==> src/rtl/boron_pkg.sv <==
// boron_pkg: shared constants and types for the BORON substitution layer.
//   BLOCK_W / NIBBLE_W / NUM_NIBBLES : state geometry (64-bit state, 16 nibbles)
//   state_t                          : control FSM states of the serial layer
//   SBOX_TABLE / sbox_lookup         : reference S-box, nibble i of the table = S(i);
//                                      the datapath itself uses boron_gate cells
package boron_pkg;

    localparam int BLOCK_W     = 64;
    localparam int NIBBLE_W    = 4;
    localparam int NUM_NIBBLES = 16;

    typedef enum logic [1:0] {
        IDLE,
        RUN,
        HOLD
    } state_t;

    // S(0..F) = E,4,B,1,7,9,C,A,D,2,0,F,8,5,3,6 packed with S(0) in the low nibble
    localparam logic [BLOCK_W-1:0] SBOX_TABLE = 64'h6358_F02D_AC97_1B4E;

    function automatic logic [NIBBLE_W-1:0] sbox_lookup(input logic [NIBBLE_W-1:0] n);
        return SBOX_TABLE[NIBBLE_W*n +: NIBBLE_W];
    endfunction

endpackage

==> src/rtl/boron_gate.sv <==
// boron_gate: single 4-bit BORON S-box cell, purely combinational.
//   x : input nibble, x[3] is the S-box x3 input (most significant)
//   y : substituted nibble
module boron_gate (
    input  logic [3:0] x,
    output logic [3:0] y
);

    always_comb begin
        y = 4'h0;
        case (x)
            4'h0: y = 4'hE;
            4'h1: y = 4'h4;
            4'h2: y = 4'hB;
            4'h3: y = 4'h1;
            4'h4: y = 4'h7;
            4'h5: y = 4'h9;
            4'h6: y = 4'hC;
            4'h7: y = 4'hA;
            4'h8: y = 4'hD;
            4'h9: y = 4'h2;
            4'hA: y = 4'h0;
            4'hB: y = 4'hF;
            4'hC: y = 4'h8;
            4'hD: y = 4'h5;
            4'hE: y = 4'h3;
            4'hF: y = 4'h6;
            default: y = 4'h0;
        endcase
    end

endmodule

==> src/rtl/boron_sbox_layer_serial.sv <==
// boron_sbox_layer_serial: nibble-serial BORON substitution layer.
// A 64-bit state is accepted, rotated through LANES boron_gate cells per
// cycle for NCYC = 16/LANES cycles, and the substituted state is presented
// on out_data until the downstream handshake.
//   clk, rst            : clock (rising edge), synchronous active-high reset
//   in_valid/in_ready   : upstream handshake, in_data = 64-bit state
//   out_valid/out_ready : downstream handshake, out_data = substituted state
//   busy                : high while a block is being processed or held
module boron_sbox_layer_serial
    import boron_pkg::*;
#(
    parameter int LANES = 4
) (
    input  logic        clk,
    input  logic        rst,
    input  logic        in_valid,
    output logic        in_ready,
    input  logic [63:0] in_data,
    output logic        out_valid,
    input  logic        out_ready,
    output logic [63:0] out_data,
    output logic        busy
);

    localparam int NCYC    = NUM_NIBBLES / LANES;
    localparam int SLICE_W = NIBBLE_W * LANES;

    if (LANES != 1 && LANES != 2 && LANES != 4 && LANES != 8 && LANES != 16) begin : g_bad_lanes
        $error("boron_sbox_layer_serial: LANES must be 1, 2, 4, 8 or 16");
    end

    state_t               state;
    state_t               state_next;
    logic [BLOCK_W-1:0]   work;
    logic [BLOCK_W-1:0]   work_shifted;
    logic [SLICE_W-1:0]   sub_out;
    logic [4:0]           cnt;
    logic                 load;
    logic                 last;

    // The low LANES nibbles are substituted each cycle.
    for (genvar g = 0; g < LANES; g++) begin : g_lane
        boron_gate u_gate (
            .x (work[NIBBLE_W*g +: NIBBLE_W]),
            .y (sub_out[NIBBLE_W*g +: NIBBLE_W])
        );
    end

    // Substituted nibbles re-enter at the top, so after NCYC shifts every
    // nibble is back in its original position.
    if (LANES == NUM_NIBBLES) begin : g_full
        assign work_shifted = sub_out;
    end else begin : g_part
        assign work_shifted = {sub_out, work[BLOCK_W-1:SLICE_W]};
    end

    assign last      = (state == RUN) && (cnt == 5'(NCYC - 1));
    assign out_valid = (state == HOLD);
    assign busy      = (state != IDLE);

    always_comb begin
        state_next = state;
        load       = 1'b0;
        in_ready   = 1'b0;
        case (state)
            IDLE: begin
                in_ready = 1'b1;
                if (in_valid) begin
                    load       = 1'b1;
                    state_next = RUN;
                end
            end
            RUN: begin
                if (last) state_next = HOLD;
            end
            HOLD: begin
                // Accepting while the result drains keeps back-to-back blocks bubble-free.
                in_ready = out_ready;
                if (out_ready) begin
                    if (in_valid) begin
                        load       = 1'b1;
                        state_next = RUN;
                    end else begin
                        state_next = IDLE;
                    end
                end
            end
            default: state_next = IDLE;
        endcase
    end

    always_ff @(posedge clk) begin
        if (rst) state <= IDLE;
        else     state <= state_next;
    end

    always_ff @(posedge clk) begin
        if (rst) begin
            work     <= '0;
            cnt      <= '0;
            out_data <= '0;
        end else begin
            if (load) begin
                work <= in_data;
                cnt  <= '0;
            end else if (state == RUN) begin
                work <= work_shifted;
                cnt  <= cnt + 5'd1;
            end
            if (last) out_data <= work_shifted;
        end
    end

endmodule

==> config.mk <==
export PLATFORM = sky130hd
export DESIGN_NAME = boron_sbox_layer_serial
export DESIGN_NICKNAME = d
export VERILOG_FILES = /design/src/rtl/boron_pkg.sv /design/src/rtl/boron_gate.sv /design/src/rtl/boron_sbox_layer_serial.sv
export SDC_FILE = /design/constraint.sdc
export NUM_CORES = 1
export LEC_CHECK = 0
export CAP_MARGIN = 0
export CELL_PAD_IN_SITES_DETAIL_PLACEMENT = 1
export CELL_PAD_IN_SITES_GLOBAL_PLACEMENT = 1
export CORE_MARGIN = 2
export CORE_UTILIZATION = 41
export CTS_CLUSTER_DIAMETER = 150
export DETAILED_ROUTE_END_ITERATION = 6
export PLACE_DENSITY = 0.93
export REMOVE_ABC_BUFFERS = 1
export SLEW_MARGIN = 20
export SYNTH_ARGS = -nofsm -noshare
export SYNTH_HDL_FRONTEND = slang
export SYNTH_SLANG_ARGS = --single-unit
export TNS_END_PERCENT = 1
==> constraint.sdc <==
create_clock -name clk -period 5.27 [get_ports clk]
set_input_delay 0.527 -clock clk [delete_from_list [all_inputs] [get_ports clk]]
set_output_delay 0.527 -clock clk [all_outputs]
set_load 0.03 [all_outputs]
==> reports/metrics.csv, run 1 <==
metric,value,unit
clock-sinks,151,
synth-seq-area-share,0.476,
fmax,0.294,GHz
period_share,0.645,
drc,0,
dieArea,16500,µm²
final_common_cell,nand2_1,
cpLargestDelayFamily,compound AO/OA/AOI/OAI gates,
finalClockSkew,0.00846,ns
yosys-mux-area-fraction,0.0738,
tritoncts,yes,
ys_ff_latch,151,
min_path_type,flop to flop,
clk_latency,0.43,ns
syn_area,6360,µm²
worst-setup-path-type,flop to flop,
area_growth,31.6,%
leakage,3.05,nW
path_clk_slew,0.06,ns
crit_path_max_incr_delay,0.81,ns
synth_top_family_by_area,simple AND/OR/NAND/NOR gates,
path_cells,nand2b_1 > o2bb2ai_4 > a211oi_1 > nor2_1 > inv_1 > ha_1 > mux2i_1 > mux2_1,
final_util,0.550,
drv_slew,0,
nFillCells,1761,
antenna_cells,0,
wl_per_cell,18.8,µm
dpl_cell_area,7770,µm²
drt_pre_antenna_iters,5,
startpoint_type,flop,
syn_inst,738,
rsz0062_at_grt,no,
yosysUniqueCellTypes,39,
dp_hpwl,12.9,mm
htree_levels,4,
finalSetupTns,0,ns
path_buf_inv,1,
status,"finished, final reports clean",
cts_root_buf,clkbuf_16,
avgViaCountPerCell,5.52,
multi_input_area,3050,µm²
fp.dieH,129,µm
fp.coreArea,15200,µm²
fin_nets,921,
synth_edf_count,0,
pin_count,135,
syn_avg_cell_area,8.61,µm²
start_util,0.418,
gp_congestion,0.826,
yosysTopAreaCell,dfxtp_1,
post_cts_buffers,0,
synth-xor-area-share,0.00689,
wl,19.6,mm
rows,45,
worstMarginPinSlew,1.01,ns
finalCriticalPeriod,3.40,ns
grt.overflow.total,0,
grt_max_degree,71,
grt_pass1_wl,31.3,mm
required,5.58,ns
ys.flop_type,dfxtp_1,
postLayoutCellArea,8370,µm²
drive_above_1_share,0.0922,
drt-initial-drc-count,399,
antenna_found_initial,0,
relSlewSlack,0.323,
track_usage,0.243,
synth-adder-area-share,0.0177,
synth-async-reset-ratio,0,
vias,5766,
cts_repair_resize_count,0,
final_cell_mix,"207 x nand2_1, 151 x dfxtp_1, 133 x clkdlybuf4s50_1, 75 x a21oi_1, 67 x nor2_1",
yosysWarnings,0,
end_kind,flop,
cts.hold.buffers_added,0,
drv_cap,0,
cp_data_arrival_time,3.71,ns
clockBufferDepth,2,
port-buffer-count,134,
synthTopCellsByArea,"dfxtp_1 48%, nand2_1 12%, a21oi_1 5.9%, a311oi_1 4.4%, nor2_1 4.0%",
hold_violations,0,
ant_nets,0,
slowest_stage,a211oi_1,
grt_pass1_vias,6052,
cts_buffers,17,
setup_viol,0,
synth_top_cell_area_share,0.476,
synth-simple-area-share,0.207,
irDropWorstVdd,255,µV
synth_compound_area_frac,0.170,
powerDensity,345,nW/µm²
layout.area.seq,3020,µm²
die_x,129,µm
crit_fanout,24,
-- cells in the mapped netlist (2+ instances only) --
library cell  number
a211oi_2           4
nand2b_1           5
buf_2             10
dfxtp_1          151
a222oi_1          16
and2b_1            2
xor2_1             4
clkbuf_1          34
nor2b_1            9
mux2_4             2
nand2_1          207
mux2i_1           18
buf_6              4
a32oi_1            6
a211oi_4           3
ha_1               9
or2_2              7
nor3_1             6
a311oi_1          32
nor2_1            68
nand4_1            2
a22oi_1            5
mux2_2            10
inv_1             14
mux2_1             5
and3b_1            8
a21oi_1           75
mux2i_4            4
buf_1              8
-- flip-flops by register name, indices dropped and copies added, names as in the netlist --
name	cells
cnt	5
g_lane.u_gate.y	16
out_data	64
state	2
work	64
-- power breakdown --
group / switching [mW] / internal (mW)
combinational: 0.210 / 0.171
sequential: 0.0553 / 1.21
clock: 0.488 / 0.753
-- worst reg2reg max path: stages (launching register included) --
cell and delay, ns:
dfxtp_1 0.52, nand2b_1 0.46, o2bb2ai_4 0.46, a211oi_1 0.81, nor2_1 0.12, inv_1 0.12, ha_1 0.27, mux2i_1 0.17
mux2_1 0.34
-- metrics by stage --
| stage | hold WS (ns) | power, mW | instances | worst slack (ns) |
|---|---|---|---|---|
| after floorplan | 0.425 | 1.50 | 681 | 1.37 |
| after global placement | 0.442 | 1.64 | 1013 | 1.70 |
| after detailed placement | 0.448 | 1.66 | 1013 | 1.56 |
| after CTS | 0.457 | 2.91 | 1045 | 1.84 |
| after global routing | 0.474 | 2.99 | 1045 | 1.59 |
| final | 0.455 | 2.89 | 1045 | 1.87 |
-- area by class of cell --
class / instances / share of cell area
clock inverter: 13 / 0.0184
multi-input combinational: 516 / 0.364
tap: 188 / 0.0281
timing repair buffer: 144 / 0.169
clock buffer: 19 / 0.0529
sequential: 151 / 0.361
inverter: 14 / 0.00628
-- path summary, 6_finish.rpt --
path	startpoint	endpoint	slack, ns	depth (start not counted)
setup / recovery	state[0]	g_lane[2].u_gate.y[0]	1.87	8
hold / removal	out_data[17]	out_data[17]	0.45	2
setup reg to reg	state[0]	g_lane[2].u_gate.y[0]	1.87	8
hold reg to reg	out_data[17]	out_data[17]	0.45	2
-- metal layers --
metal / part of all wire / vias up / GRT usage
met2: 0.52 / 152 / 0.436
met1: 0.42 / 2835 / 0.289
met4: 0.024 / 0 / 0.0882
met3: 0.041 / 33 / 0.0474
met5: 0 / - / 0
li1: - / 2746 / -
-- logic make-up (layout without fill, tap and decap cells) --
logic type / after synthesis / in the layout
AOI/OAI and AO/OA: 146 / 146
xor gates and xnor gates: 5 / 5
adders and majority gates: 9 / 9
buffers and inverters: 71 / 190
DFF: 151 / 151
muxes: 39 / 39
and+or+nand+nor: 317 / 317
No activity file was read; power rests on OpenSTA's default activity.
==> inputs of run 2 (changes only) <==
- CORE_UTILIZATION: 41 -> 38
- PLACE_DENSITY: 0.93 -> 0.88
- clock period: 5.27 -> 3.52 ns (I/O delays scaled with it)
==> reports/metrics.csv, run 2 (synthesized netlist as in run 1, its figures left out) <==
metric,value,unit,change
status,"finished, final reports clean",,
gp_congestion,0.775,,-6.2%
required,3.84,ns,-1.74 ns
cts_repair_resize_count,0,,unchanged
finalCriticalPeriod,3.09,ns,-0.305 ns
layout.area.seq,3020,µm²,unchanged
drc,0,,unchanged
powerDensity,500,nW/µm²,+45%
path_clk_slew,0.06,ns,about the same
avgViaCountPerCell,5.26,,-4.6%
crit_fanout,24,,unchanged
highest-signal-layer,met5,,
fmax,0.323,GHz,+9.9%
finalSetupTns,0,ns,unchanged
leakage,3.07,nW,+0.42%
area_growth,32.1,%,
post_cts_buffers,0,,unchanged
drive_above_1_share,0.0921,,-0.000107
drv_cap,0,,unchanged
setup_viol,0,,unchanged
postLayoutCellArea,8390,µm²,+0.33%
nFillCells,1940,,+10%
route.met2.wl,9.24,mm,-9.3%
r2r_setup_slack,0.43,ns,-1.44 ns
hold_violations,0,,unchanged
final_common_cell,nand2_1,,
vias,5674,,-1.6%
ant_nets,0,,unchanged
startpoint_type,flop,,
drv_slew,0,,unchanged
irDropWorstVdd,365,µV,+43%
port-buffer-count,134,,unchanged
cts_buffers,17,,unchanged
end_kind,flop,,
grt_pass1_wl,30.5,mm,-2.6%
dieArea,17800,µm²,+7.6%
start_util,0.386,,-0.0321
pin_count,135,,unchanged
antenna_cells,0,,unchanged
fin_nets,926,,+0.54%
dpl_cell_area,7850,µm²,+1.0%
tritoncts,yes,,
track_usage,0.217,,-0.0255
met1_length,8.42,mm,+3.3%
wl,19.0,mm,-3.2%
finalClockSkew,0.00579,ns,-0.00267 ns
dp_hpwl,12.7,mm,-1.4%
fp.dieH,133,µm,+3.8%
grt_max_degree,98,,+38%
relSlewSlack,0.294,,-0.0294
drt-initial-drc-count,426,,+6.8%
cts_root_buf,clkbuf_16,,
clk_latency,0.43,ns,about the same
dr_wl_met3,924,µm,+14%
fp.coreArea,16500,µm²,+8.3%
htree_levels,4,,unchanged
antenna_found_initial,1,,+1
min_path_type,flop to flop,,
rsz0062_at_grt,no,,
clockBufferDepth,2,,unchanged
grt.overflow.total,0,,unchanged
rows,47,,+4.4%
period_share,0.879,,+0.234
clock-sinks,151,,unchanged
die_x,133,µm,+3.8%
multi_input_area,3050,µm²,unchanged
cts.hold.buffers_added,0,,unchanged
wl_per_cell,17.6,µm,-6.2%
final_cell_mix,"207 x nand2_1, 151 x dfxtp_1, 133 x clkdlybuf4s50_1, 75 x a21oi_1, 67 x nor2_1",,
cp_data_arrival_time,3.41,ns,-0.30 ns
drt_pre_antenna_iters,5,,unchanged
grt_pass1_vias,5825,,-3.8%
worst-setup-path-type,flop to flop,,
worstMarginPinSlew,1.06,ns,+0.0457 ns
[run 2: where the power goes]
group          switching (mW)  internal [mW]
Clock                   0.677           1.05
Sequential             0.0814           1.81
Combinational           0.314          0.261
[run 2: area by class of cell]
class | count | area share
Timing Repair Buffer | 149 | 0.173
Clock buffer | 24 | 0.0598
Clock inverter | 4 | 0.00537
Inverter | 14 | 0.00626
Sequential cell | 151 | 0.360
Multi-Input combinational cell | 516 | 0.363
Tap cell | 220 | 0.0328
[run 2: through the flow]
step	setup WS (ns)	total power [mW]	hold WS [ns]	util	std cells
finish	0.426	4.19	0.452	0.510	1078
global route	0.0934	4.36	0.477	0.510	1078
CTS	0.415	4.22	0.457	0.510	1078
detailed placement	0.101	2.49	0.449	0.477	1050
global placement	0.158	2.47	0.443	0.477	1050
floorplan	-0.338	2.24	0.421	-	681
[run 2: critical path: stages (launching register included)]
cell and delay [ns]:
dfxtp_1 0.69, nand2b_2 0.54, mux2_2 0.45, mux2i_1 0.29, nor2_1 0.10, inv_1 0.13
ha_1 0.27, mux2i_1 0.17, mux2_1 0.33
[run 2: routing by layer]
layer  GRT usage  up-vias
met1       0.271     2756
met4      0.0721        2
met3      0.0575       29
met5           0        -
li1            -     2742
met2       0.367      145
[run 2: path summary, 6_finish.rpt]
| kind | startpoint | end | cells past startpoint |
|---|---|---|---|
| min | out_data[13] | out_data[13] | 2 |
| max | state[0] | g_lane[3].u_gate.y[0] | 8 |
| min reg2reg | out_data[13] | out_data[13] | 2 |
| max reg2reg | state[0] | g_lane[3].u_gate.y[0] | 8 |
